**src/rtl/serial_alu_pkg.sv**
```systemverilog
// -----------------------------------------------------------------------------
// serial_alu_pkg
//   Shared definitions for the bit-serial add/subtract sequencer.
//   - state_t   : sequencer FSM states (IDLE -> SHIFT -> DRAIN -> DONE)
//   - cnt_width : bit-counter width able to hold 0..WIDTH
// -----------------------------------------------------------------------------
package serial_alu_pkg;

    typedef enum logic [1:0] {
        ST_IDLE  = 2'd0,
        ST_SHIFT = 2'd1,
        ST_DRAIN = 2'd2,
        ST_DONE  = 2'd3
    } state_t;

    function automatic int unsigned cnt_width(input int unsigned width);
        return $clog2(width + 1);
    endfunction

endpackage

```
**src/rtl/serial_add_sequencer_if.sv**
```systemverilog
// -----------------------------------------------------------------------------
// serial_add_sequencer_if
//   Bundles the operand handshake, the serial adder link and the result
//   handshake of the serial add sequencer.
//   Upstream   : i_valid, o_ready, i_op_a, i_op_b, i_carry_in, i_sub
//   Adder link : o_add_a, o_add_b, o_add_c (to adder), i_add_sum, i_add_carry
//   Downstream : o_valid, i_ready, o_result, o_carry, o_overflow
//   Modports   : slave  - the sequencer itself
//                master - the surrounding environment (ALU stages + adder)
// -----------------------------------------------------------------------------
interface serial_add_sequencer_if #(
    parameter int unsigned WIDTH = 8
);
    logic             i_valid;
    logic             o_ready;
    logic [WIDTH-1:0] i_op_a;
    logic [WIDTH-1:0] i_op_b;
    logic             i_carry_in;
    logic             i_sub;
    logic             o_add_a;
    logic             o_add_b;
    logic             o_add_c;
    logic             i_add_sum;
    logic             i_add_carry;
    logic             o_valid;
    logic             i_ready;
    logic [WIDTH-1:0] o_result;
    logic             o_carry;
    logic             o_overflow;

    modport slave (
        input  i_valid, i_op_a, i_op_b, i_carry_in, i_sub,
        input  i_add_sum, i_add_carry, i_ready,
        output o_ready, o_add_a, o_add_b, o_add_c,
        output o_valid, o_result, o_carry, o_overflow
    );

    modport master (
        output i_valid, i_op_a, i_op_b, i_carry_in, i_sub,
        output i_add_sum, i_add_carry, i_ready,
        input  o_ready, o_add_a, o_add_b, o_add_c,
        input  o_valid, o_result, o_carry, o_overflow
    );

endinterface

```
**src/rtl/serial_shift_reg.sv**
```systemverilog
// -----------------------------------------------------------------------------
// serial_shift_reg
//   Parallel-load, shift-right-by-one register. Load has priority over shift.
//   clk_i       : clock
//   rst_ni      : asynchronous active-low reset (clears contents)
//   load_i      : load load_data_i
//   load_data_i : parallel load value
//   shift_i     : shift right by one, shift_in_i enters at the MSB
//   shift_in_i  : bit entering at the MSB
//   data_o      : current register contents
// -----------------------------------------------------------------------------
module serial_shift_reg #(
    parameter int unsigned WIDTH = 8
) (
    input  logic             clk_i,
    input  logic             rst_ni,
    input  logic             load_i,
    input  logic [WIDTH-1:0] load_data_i,
    input  logic             shift_i,
    input  logic             shift_in_i,
    output logic [WIDTH-1:0] data_o
);

    logic [WIDTH-1:0] data_q;
    logic [WIDTH-1:0] data_d;
    logic [WIDTH-1:0] shifted;

    generate
        if (WIDTH == 1) begin : g_one
            assign shifted = shift_in_i;
        end else begin : g_multi
            assign shifted = {shift_in_i, data_q[WIDTH-1:1]};
        end
    endgenerate

    always_comb begin
        data_d = data_q;
        if (load_i) begin
            data_d = load_data_i;
        end else if (shift_i) begin
            data_d = shifted;
        end
    end

    always_ff @(posedge clk_i or negedge rst_ni) begin
        if (!rst_ni) begin
            data_q <= '0;
        end else begin
            data_q <= data_d;
        end
    end

    assign data_o = data_q;

endmodule

```
**src/rtl/serial_add_sequencer.sv**
```systemverilog
// -----------------------------------------------------------------------------
// serial_add_sequencer
//   Feeds two WIDTH-bit operands LSB-first into an external bit-serial full
//   adder (registered sum/carry, 1-cycle latency), loops the adder's carry back,
//   collects the sum bits and presents result, carry-out and signed overflow.
//   Subtraction is A + ~B + 1.
//   i_clk     : clock, rising edge
//   i_reset_n : asynchronous active-low reset
//   bus       : operand handshake, adder link and result handshake (slave)
// -----------------------------------------------------------------------------
module serial_add_sequencer
    import serial_alu_pkg::*;
#(
    parameter int unsigned WIDTH = 8
) (
    input logic                  i_clk,
    input logic                  i_reset_n,
    serial_add_sequencer_if.slave bus
);

    localparam int unsigned       CNT_W  = cnt_width(WIDTH);
    localparam logic [CNT_W-1:0]  K_LAST = CNT_W'(WIDTH - 1);

    state_t           state_q, state_d;
    logic [CNT_W-1:0] k_q, k_d;
    logic             c0_q, c0_d;
    logic             msb_cin_q, msb_cin_d;
    logic             carry_q, carry_d;
    logic             ovf_q, ovf_d;

    logic             load;
    logic             shift_ops;
    logic             shift_res;
    logic             add_c;
    logic             in_shift;

    logic [WIDTH-1:0] a_data;
    logic [WIDTH-1:0] b_data;
    logic [WIDTH-1:0] res_data;

    // Only bit 0 of the operand registers leaves the block; the upper bits
    // are consumed by the shift itself.
    logic unused_ops;
    assign unused_ops = ^{a_data, b_data};

    assign in_shift = (state_q == ST_SHIFT);

    // First bit takes the initial carry; later bits take the adder's
    // registered carry from the previous bit.
    always_comb begin
        add_c = 1'b0;
        if (in_shift) begin
            add_c = (k_q == '0) ? c0_q : bus.i_add_carry;
        end
    end

    always_comb begin
        state_d   = state_q;
        k_d       = k_q;
        c0_d      = c0_q;
        msb_cin_d = msb_cin_q;
        carry_d   = carry_q;
        ovf_d     = ovf_q;
        load      = 1'b0;
        shift_ops = 1'b0;
        shift_res = 1'b0;
        unique case (state_q)
            ST_IDLE: begin
                if (bus.i_valid) begin
                    load    = 1'b1;
                    c0_d    = bus.i_sub | bus.i_carry_in;
                    k_d     = '0;
                    carry_d = 1'b0;
                    ovf_d   = 1'b0;
                    state_d = ST_SHIFT;
                end
            end
            ST_SHIFT: begin
                shift_ops = 1'b1;
                // Adder output lags by one cycle, so bit k-1 arrives at step k.
                shift_res = (k_q != '0);
                if (k_q == K_LAST) begin
                    msb_cin_d = add_c;
                    state_d   = ST_DRAIN;
                end else begin
                    k_d = k_q + 1'b1;
                end
            end
            ST_DRAIN: begin
                shift_res = 1'b1;
                carry_d   = bus.i_add_carry;
                ovf_d     = msb_cin_q ^ bus.i_add_carry;
                state_d   = ST_DONE;
            end
            ST_DONE: begin
                if (bus.i_ready) begin
                    state_d = ST_IDLE;
                end
            end
            default: state_d = ST_IDLE;
        endcase
    end

    always_ff @(posedge i_clk or negedge i_reset_n) begin
        if (!i_reset_n) begin
            state_q   <= ST_IDLE;
            k_q       <= '0;
            c0_q      <= 1'b0;
            msb_cin_q <= 1'b0;
            carry_q   <= 1'b0;
            ovf_q     <= 1'b0;
        end else begin
            state_q   <= state_d;
            k_q       <= k_d;
            c0_q      <= c0_d;
            msb_cin_q <= msb_cin_d;
            carry_q   <= carry_d;
            ovf_q     <= ovf_d;
        end
    end

    serial_shift_reg #(.WIDTH(WIDTH)) u_reg_a (
        .clk_i       (i_clk),
        .rst_ni      (i_reset_n),
        .load_i      (load),
        .load_data_i (bus.i_op_a),
        .shift_i     (shift_ops),
        .shift_in_i  (1'b0),
        .data_o      (a_data)
    );

    serial_shift_reg #(.WIDTH(WIDTH)) u_reg_b (
        .clk_i       (i_clk),
        .rst_ni      (i_reset_n),
        .load_i      (load),
        .load_data_i (bus.i_op_b ^ {WIDTH{bus.i_sub}}),
        .shift_i     (shift_ops),
        .shift_in_i  (1'b0),
        .data_o      (b_data)
    );

    serial_shift_reg #(.WIDTH(WIDTH)) u_reg_res (
        .clk_i       (i_clk),
        .rst_ni      (i_reset_n),
        .load_i      (load),
        .load_data_i ('0),
        .shift_i     (shift_res),
        .shift_in_i  (bus.i_add_sum),
        .data_o      (res_data)
    );

    assign bus.o_ready    = (state_q == ST_IDLE);
    assign bus.o_valid    = (state_q == ST_DONE);
    assign bus.o_add_a    = in_shift & a_data[0];
    assign bus.o_add_b    = in_shift & b_data[0];
    assign bus.o_add_c    = add_c;
    assign bus.o_result   = res_data;
    assign bus.o_carry    = carry_q;
    assign bus.o_overflow = ovf_q;

endmodule

```
**src/flat_wrapper.sv**
```systemverilog
// flat-port wrapper written by rule: the top's interface ports become plain ports
module serial_add_sequencer_flat import serial_alu_pkg::*;
#(
    parameter int unsigned WIDTH = 8
)
  (i_clk, i_reset_n, bus_i_valid, bus_i_op_a, bus_i_op_b, bus_i_carry_in, bus_i_sub, bus_i_add_sum, bus_i_add_carry, bus_i_ready, bus_o_ready, bus_o_add_a, bus_o_add_b, bus_o_add_c, bus_o_valid, bus_o_result, bus_o_carry, bus_o_overflow);
  serial_add_sequencer_if #(.WIDTH(WIDTH)) bus_i ();
  input logic i_clk;
  input logic i_reset_n;
  input wire logic [$bits(bus_i.i_valid)-1:0] bus_i_valid;
  input wire logic [$bits(bus_i.i_op_a)-1:0] bus_i_op_a;
  input wire logic [$bits(bus_i.i_op_b)-1:0] bus_i_op_b;
  input wire logic [$bits(bus_i.i_carry_in)-1:0] bus_i_carry_in;
  input wire logic [$bits(bus_i.i_sub)-1:0] bus_i_sub;
  input wire logic [$bits(bus_i.i_add_sum)-1:0] bus_i_add_sum;
  input wire logic [$bits(bus_i.i_add_carry)-1:0] bus_i_add_carry;
  input wire logic [$bits(bus_i.i_ready)-1:0] bus_i_ready;
  output wire logic [$bits(bus_i.o_ready)-1:0] bus_o_ready;
  output wire logic [$bits(bus_i.o_add_a)-1:0] bus_o_add_a;
  output wire logic [$bits(bus_i.o_add_b)-1:0] bus_o_add_b;
  output wire logic [$bits(bus_i.o_add_c)-1:0] bus_o_add_c;
  output wire logic [$bits(bus_i.o_valid)-1:0] bus_o_valid;
  output wire logic [$bits(bus_i.o_result)-1:0] bus_o_result;
  output wire logic [$bits(bus_i.o_carry)-1:0] bus_o_carry;
  output wire logic [$bits(bus_i.o_overflow)-1:0] bus_o_overflow;
  assign bus_i.i_valid = bus_i_valid;
  assign bus_i.i_op_a = bus_i_op_a;
  assign bus_i.i_op_b = bus_i_op_b;
  assign bus_i.i_carry_in = bus_i_carry_in;
  assign bus_i.i_sub = bus_i_sub;
  assign bus_i.i_add_sum = bus_i_add_sum;
  assign bus_i.i_add_carry = bus_i_add_carry;
  assign bus_i.i_ready = bus_i_ready;
  assign bus_o_ready = bus_i.o_ready;
  assign bus_o_add_a = bus_i.o_add_a;
  assign bus_o_add_b = bus_i.o_add_b;
  assign bus_o_add_c = bus_i.o_add_c;
  assign bus_o_valid = bus_i.o_valid;
  assign bus_o_result = bus_i.o_result;
  assign bus_o_carry = bus_i.o_carry;
  assign bus_o_overflow = bus_i.o_overflow;
  serial_add_sequencer #(.WIDTH(WIDTH)) u_core (.i_clk(i_clk), .i_reset_n(i_reset_n), .bus(bus_i));
endmodule
```
**config.mk**
```make
export PLATFORM = sky130hd
export DESIGN_NAME = serial_add_sequencer_flat
export DESIGN_NICKNAME = d
export VERILOG_FILES = /design/src/rtl/serial_alu_pkg.sv /design/src/rtl/serial_add_sequencer_if.sv /design/src/rtl/serial_shift_reg.sv /design/src/rtl/serial_add_sequencer.sv /design/src/flat_wrapper.sv
export SDC_FILE = /design/constraint.sdc
export NUM_CORES = 1
export LEC_CHECK = 0
export CAP_MARGIN = 40
export CORE_UTILIZATION = 54
export CTS_BUF_LIST = sky130_fd_sc_hd__clkbuf_16
export DETAILED_ROUTE_END_ITERATION = 8
export HOLD_SLACK_MARGIN = 0.02
export PLACE_DENSITY_LB_ADDON = 0.15
export SETUP_SLACK_MARGIN = 0.4
export SLEW_MARGIN = 40
export SYNTH_ARGS = -nofsm -noshare
export SYNTH_HDL_FRONTEND = slang
export SYNTH_HIERARCHICAL = 1
export SYNTH_SLANG_ARGS = --single-unit
```
**constraint.sdc**
```tcl
create_clock -name i_clk -period 4.4 [get_ports i_clk]
set_input_delay 0.44 -clock i_clk [delete_from_list [all_inputs] [get_ports i_clk]]
set_output_delay 0.44 -clock i_clk [all_outputs]
set_load 0.1 [all_outputs]
```
## Yosys cells after proc, flatten, opt, wreduce, memory -nomap -nowiden

Index checks and enable logic that the tools add are counted.

- Add/sub/neg operators: 1
- Multiply operators: 0
- Divide/modulo/power cells: 0
- $lt $le $gt $ge: 0
- Eq/ne operators: 8
- Shifts and indexed selects: 0
- Muxes and demuxes: 22
- Bitwise logic cells: 5
- Reductions and logical operators: 12

Operators by type and width:

| operator | count |
|---|---|
| 2-to-1 mux 8 bit | 6 |
| 2-to-1 mux 4 bit | 2 |
| != test 2 bit, second input constant | 4 |
| case mux 2 bit (4 select lines) | 1 |
| case mux 4 bit (2 select lines) | 1 |
| nonzero test 2 bit | 4 |
| bitwise XOR 8 bit | 1 |
| 2-to-1 mux 1 bit | 6 |
| 2-to-1 mux 2 bit | 3 |
| case mux 1 bit (2 select lines) | 3 |
| AND reduction 2 bit | 3 |
| AND reduction 3 bit | 2 |
| adder 4 x 1 -> 4 bit, second input constant | 1 |
| equality test 2 bit, second input constant | 2 |
| equality test 4 x 3 -> 1 bit, second input constant | 1 |
| zero test 4 bit | 1 |
| nonzero test 4 bit | 1 |
| AND 1 bit | 2 |
| equality test 2 x 1 -> 1 bit, second input constant | 1 |
| zero test 2 bit | 1 |
| bitwise OR 1 bit | 1 |
| bitwise XOR 1 bit | 1 |

- Bits in registers: 34
- Bits in latches: 0
- Bits in writable memories: 0
- ROM bits: 0
- Input port bits: 24
- Output and inout port bits: 15
- Logic and storage cells: 57
- Memories: 0

## Longest topological paths before layout

Gate-level depths: netlist of run 1.

- Word-level depth: 4
- Depth in mapped cells: 9
- Depth with buffers taken out: 7

## Cells and area by module

The synthesis of run 1 kept the hierarchy.

By module, submodules not included:

| module | times used | cells an instance | area an instance (µm²) | sequential area each (µm²) |
|---|---|---|---|---|
| serial_shift_reg | 3 | 34 | 372.9 | 200.2 |
| serial_add_sequencer | 1 | 76 | 719.4 | 250.2 |

## Worst setup path after synthesis of run 1

Ideal clock, no wire load.

- Kind: reg-to-output
- Start point: register u_core.state_q[1]
- End point: output port bus_o_add_c
- Arrival: 2.312 ns
- Required time: 3.960 ns
- Path slack: 1.648 ns
- Stages on the path, launching flop included: 6
- Path buffers: 1
- Cells stage by stage: dfrtp_1 -> inv_1 -> ha_1 -> clkbuf_1 -> inv_1 -> nor2_1

- Longest elaborated chain between the ends: 2

RTL lines:

| what | line | text |
|---|---|---|
| from (decl) | serial_add_sequencer.sv:24 | `state_t state_q, state_d;` |
| from (signal assigned) | serial_add_sequencer.sv:113 | `state_q <= state_d;` |
| equality test 2 x 1 -> 1 bit | serial_add_sequencer.sv:46 | `assign in_shift = (state_q == ST_SHIFT);` |
| via u_core.in_shift | serial_add_sequencer.sv:35 | `logic in_shift;` |
| 2-to-1 mux 1 bit | serial_add_sequencer.sv:52 | `if (in_shift) begin` |
| to (decl) | flat_wrapper.sv:21 | `output wire logic [$bits(bus_i.o_add_c)-1:0] bus_o_add_c;` |

The timed path passes the listed nets, and every way through them passes these cells.

## Worst setup path after layout of run 1

Ends and elaborated chain as after synthesis.

==> run metrics, run 1 <==
DRC Markers=0; Boundary Pins=39; Worst Setup End Kind=output port; layout cells sized above 1=0.118; Initial DRC Count=60; fin util=0.736; CP Capture Point=bus_o_add_c; final worst-path cycle share=0.533; critical setup path kind=register to output port; final worst slack=2.05 ns; Routed WL=3650 um; Post-Synthesis Cell Area=1840 um2; r2r endpoint=u_core/u_reg_res/data_o[5]; post-DP HPWL=roughly 2500 um; worst min path class=register to register; max-cap violation count=0; relative max-transition margin=0.596; H-Tree Depth=2; total grt overflow=0; vias in the first global route=about 1,300; Initial Util=0.583; clk sinks=34; GRT Util Overall=0.220; global-route wire length before repair=5770 um; FF-to-FF path depth=8; Slew @ Worst Pin=0.606 ns; Sequential cell area=around 850 um2; Setup Fix Bufs, Post-CTS=0; root buf cell=clkbuf_16; area grow syn2layout=26.3%; critical hold path startpoint=u_core/bus.o_overflow; final net count=roughly 260; global placer's final weighted congestion=0.782; status=complete, no violations; DR pass1 iterations=4; Clock Latency Late Sink=0.27 ns; Routed Antenna Nets=0; post-cts resize count=0; Clk pin slew, worst setup/hold paths=0.05 ns; Setup violations, final=0; Setup WS pre-CTS=2.22 ns; RSZ-0062 raised after global routing=false; Synth cell types=32; die height=60.3 um; WP data arrival=1.91 ns; Inserted Diodes=0; via count=1,424; area of the multi-input gates=918 um2; CP required=a little under 4 ns; Worst R2R Setup Slack=2.17 ns; Worst Setup SP=u_core/state_q[1]; die area=3640 um2; Tmin final=approximately 2.3 ns; final std cells w/o fill=272; initial antenna violation count=0; clk buf depth=2; core area=between 3000 and 4000 um2; setup TNS=0 ns; Worst setup SP type=register; Fill cells=244; Seq/Total Area, Yosys=0.463; row count=20; Cells after DPL=264; CTS tree=done; Final Hold Vio Count=0; CTS Hold Bufs=0; Die Wd=just over 60 um; Max FO, Critical Path=25; Max Fclk=roughly 430 MHz; Synth Instances=between 150 and 200; Avg Vias per Cell=5.24; Final Slew Violations=0; Routed wire per std cell=13.4 um; CTS Buf Count=5; pin count of the biggest net entering global routing=35; reg2reg start=u_core/state_q[1]; Synth Area per Inst=10.3 um2; worst clock skew=0.00313 ns; IO Port Bufs=38; synthesis-stage register bit count=34; Syn. warnings=6
-- per-stage QoR --
| stage | cell area (um2) | hold WS (ns) |
|---|---|---|
| floorplan | 1870 | 0.144 |
| global placement | 2250 | 0.478 |
| detailed placement | 2180 | 0.477 |
| CTS | 2320 | 0.489 |
| global route | 2320 | 0.525 |
| finish | 2320 | 0.490 |
-- sequential cells by signal, summed over array words and instances, names as in the netlist --
name,count
u_core/u_reg_a/data_o,8
u_core/u_reg_b/data_o,8
u_core/u_reg_res/data_o,8
u_core/k_q,4
u_core/state_q,2
u_core/bus.o_carry,1
u_core/bus.o_overflow,1
u_core/c0_q,1
u_core/msb_cin_q,1
-- how the worst min path moves through the flow --
stage,end,slack (ns),depth (start not counted)
2_1_floorplan,u_core/bus.o_carry,0.14,0
3_3_place_gp,u_core/bus.o_overflow,0.48,1
3_5_place_dp,u_core/bus.o_overflow,0.48,1
4_1_cts,u_core/bus.o_overflow,0.49,1
5_1_grt,u_core/bus.o_overflow,0.53,1
6_report,u_core/bus.o_overflow,0.49,1
-- routing by layer --
layer	GRT usage	up-vias	wire length, um
met5	0	-	0
met4	0.0764	0	17
met3	0.0768	4	216
met2	0.383	46	1850
met1	0.252	676	1570
li1	-	698	-
-- cell families after synthesis --
logic type / count (synthesis) / synth area share
fa+ha+maj: 6 / 0.0408
buf+inv: 15 / 0.0558
compound gates: 39 / 0.131
mux: 28 / 0.154
flops: 34 / 0.463
simple gates: 46 / 0.110
other cells: 1 / 0.00204
xor+xnor: 9 / 0.0429
-- cells in the mapped netlist (all sizes together) --
master	number	share of area
dfrtp	34	0.46
nand2	30	0.061
o21ai	27	0.074
mux2i	26	0.14
xor2	9	0.043
buf	7	0.039
inv	7	0.014
ha	6	0.041
and2	4	0.014
nand3	4	0.011
nor2	4	0.0082
a32o	2	0.011
mux2	2	0.012
a21boi	1	0.0041
a21oi	1	0.0027
a22oi	1	0.0041
a31oi	1	0.0034
and3b	1	0.0048
clkbuf	1	0.0020
conb	1	0.0020
nand2b	1	0.0034
nor3b	1	0.0041
o211ai	1	0.0041
o21a	1	0.0041
o221a	1	0.011
o311ai	1	0.0048
o31ai	1	0.0041
o41ai	1	0.0048
or2	1	0.0034
-- placed cells by master, fill, tap and decap left out, drive strengths merged, types with 2 or more instances in the layout --
master	n
a32o	2
and2	4
buf	18
clkbuf	5
clkdlybuf4s50	23
clkinv	2
conb	10
dfrtp	34
ha	6
inv	8
mux2	2
mux2i	26
nand2	30
nand3	4
nor2	4
o21ai	27
xor2	9
-- critical path: stages, from the launching register on --
cell	delay, ns
dfrtp_1	0.41
inv_1	0.09
ha_1	0.14
buf_4	0.32
inv_1	0.21
nor2_1	0.16
buf_4	0.30
-- area by class of cell --
| type | instances | share of cell area |
|---|---|---|
| Clock buffer | 5 | 0.0539 |
| Tap cell | 44 | 0.0237 |
| Timing Repair Buffer | 41 | 0.143 |
| Sequential cell | 34 | 0.367 |
| Clock inverter | 3 | 0.00539 |
| Multi-Input combinational cell | 138 | 0.396 |
| Inverter | 7 | 0.0113 |
Power of run 1 is not shown: default switching activity piles up to over one toggle a cycle in this logic, so the estimate is an artifact.
==> inputs of run 2 (changes only) <==
- CORE_UTILIZATION: 54 -> 46
- clock period: 4.4 -> 2 ns (I/O delays scaled with it)
==> run 2 against run 1 <==
  * Critical path depth stayed put
  * Sequential share of layout area is 5.0 points lower
  * Count of clock-buffer cells in the layout stayed put
==> run metrics, run 2 (same netlist as run 1, synthesis figures left out) <==
status=complete, no violations; met1 Usage GRT=0.263; Max FO, Critical Path=2; Die Wd=65.2 um; Fill cells=277; RSZ-0062 raised after global routing=true; Critical-path top delay cell=dfrtp_1; Setup violations, final=0; root buf cell=clkbuf_16; Routed Antenna Nets=0; area of the multi-input gates=between 1000 and 1500 um2; GR met2 Demand/Resource=0.365; Crit path largest cell delay=0.40 ns; Tmin final=1.87 ns; clk sinks=34; row count=22; area grow syn2layout=46.2%; final worst-path cycle share=0.934; Worst setup SP type=register; Inserted Diodes=0; Top delay family on crit path=flip-flops; met3 GRT Util=0.0451; CP required=1.80 ns; die area=~4300 um2; H-Tree Depth=2; Sequential cell area=approximately 850 um2; global-route wire length before repair=6870 um; CTS Buf Count=5; Clock Latency Late Sink=0.27 ns; most frequent cells in the layout=33 x dfrtp_1, 30 x nand2_1, 25 x buf_4, 25 x mux2i_1, 25 x o21ai_1; layout cells sized above 1=0.266; Final Slew Violations=0; worst min path class=primary input to asynchronous set/reset pin; Initial DRC Count=56; core area=3740 um2; initial antenna violation count=0; DRC Markers=0; DR pass1 iterations=4; WP data arrival=1.67 ns; max-cap violation count=0; Top Usage Layer GRT=met2; Routed wire per std cell=roughly 14 um; setup TNS=0 ns; IO Port Bufs=38; GRT Util Overall=0.211; Boundary Pins=39; die height=65.2 um; pin count of the biggest net entering global routing=51; Initial Util=0.491; commonest non-fill, non-tap cell in the layout=dfrtp_1; CTS tree=done; via count=between 1,000 and 1,500; Clk pin slew, worst setup/hold paths=0.05 ns; Worst Path Buf+Inv=2; Final Hold Vio Count=0; Max Fclk=535 MHz; Avg Vias per Cell=5.13; worst clock skew=just under 0.003 ns; CTS Hold Bufs=0; Worst Setup End Kind=output port; total grt overflow=0; critical setup path kind=register to output port; Routed WL=4190 um; post-DP HPWL=~2500 um; vias in the first global route=approximately 1,500; clk buf depth=2; global placer's final weighted congestion=just over 0.8; Cell Chain, Critical Path=inv_2 -> ha_4 -> nor3b_4 -> mux2i_2 -> nor2_4 -> buf_12; final net count=between 200 and 300
[run 2: cell count changes in the layout (fill, tap and decap cells not counted), sizes merged]
cell,delta
bufbuf,+1
and2,+1
buf,+14
[run 2: worst paths after layout]
| check | from | to | slack, ns | depth (start not counted) |
|---|---|---|---|---|
| worst max-delay path | u_core/k_q[1] | bus_o_add_c | 0.13 | 6 |
| worst min-delay path | i_reset_n | u_core/state_q[0] | 0.33 | 2 |
| worst max register to register | u_core/k_q[1] | u_core/state_q[1] | 0.21 | 7 |
| worst min register to register | u_core/bus.o_overflow | u_core/bus.o_overflow | 0.52 | 1 |
| max in group asynchronous | i_reset_n | u_core/state_q[0] | 1.34 | 2 |
| min in group i_clk | bus_i_op_a[6] | u_core/u_reg_a/data_o[6] | 0.47 | 3 |
[run 2: final cells by class]
| type | count | share of cell area |
|---|---|---|
| clock buffers | 5 | 0.0466 |
| clock inverters | 3 | 0.00466 |
| inverters | 7 | 0.00978 |
| multi-input cells | 139 | 0.386 |
| flip-flops and latches | 34 | 0.317 |
| well taps | 48 | 0.0223 |
| repair buffers | 56 | 0.213 |
[run 2: through the flow]
step | cell area (um2) | instances | setup WS (ns) | util | hold WS (ns)
2_1_floorplan | 1930 | 187 | 0.351 | - | -0.0956
3_3_place_gp | 2310 | 267 | 0.274 | 0.617 | 0.515
3_5_place_dp | 2310 | 267 | 0.199 | 0.617 | 0.514
4_1_cts | 2640 | 288 | 0.137 | 0.705 | 0.352
5_1_grt | 2690 | 292 | 0.0753 | 0.718 | 0.400
6_report | 2690 | 292 | 0.131 | 0.718 | 0.334
[run 2: timing repair]
| item | in CTS | in global routing |
|---|---|---|
| gates cloned | 1 | 1 |
| pin swaps | 3 | 2 |
| setup buffers | 12 | 3 |
| setup endpoints to repair | 16 | 33 |
| resized for setup | 17 | 8 |
[run 2: per-layer routing]
metal	up-vias	wire length [um]
met1	708	1810
li1	742	-
met3	4	200
met5	-	0
met4	0	34
met2	43	2140
Power of run 2 is left out for the same reason.
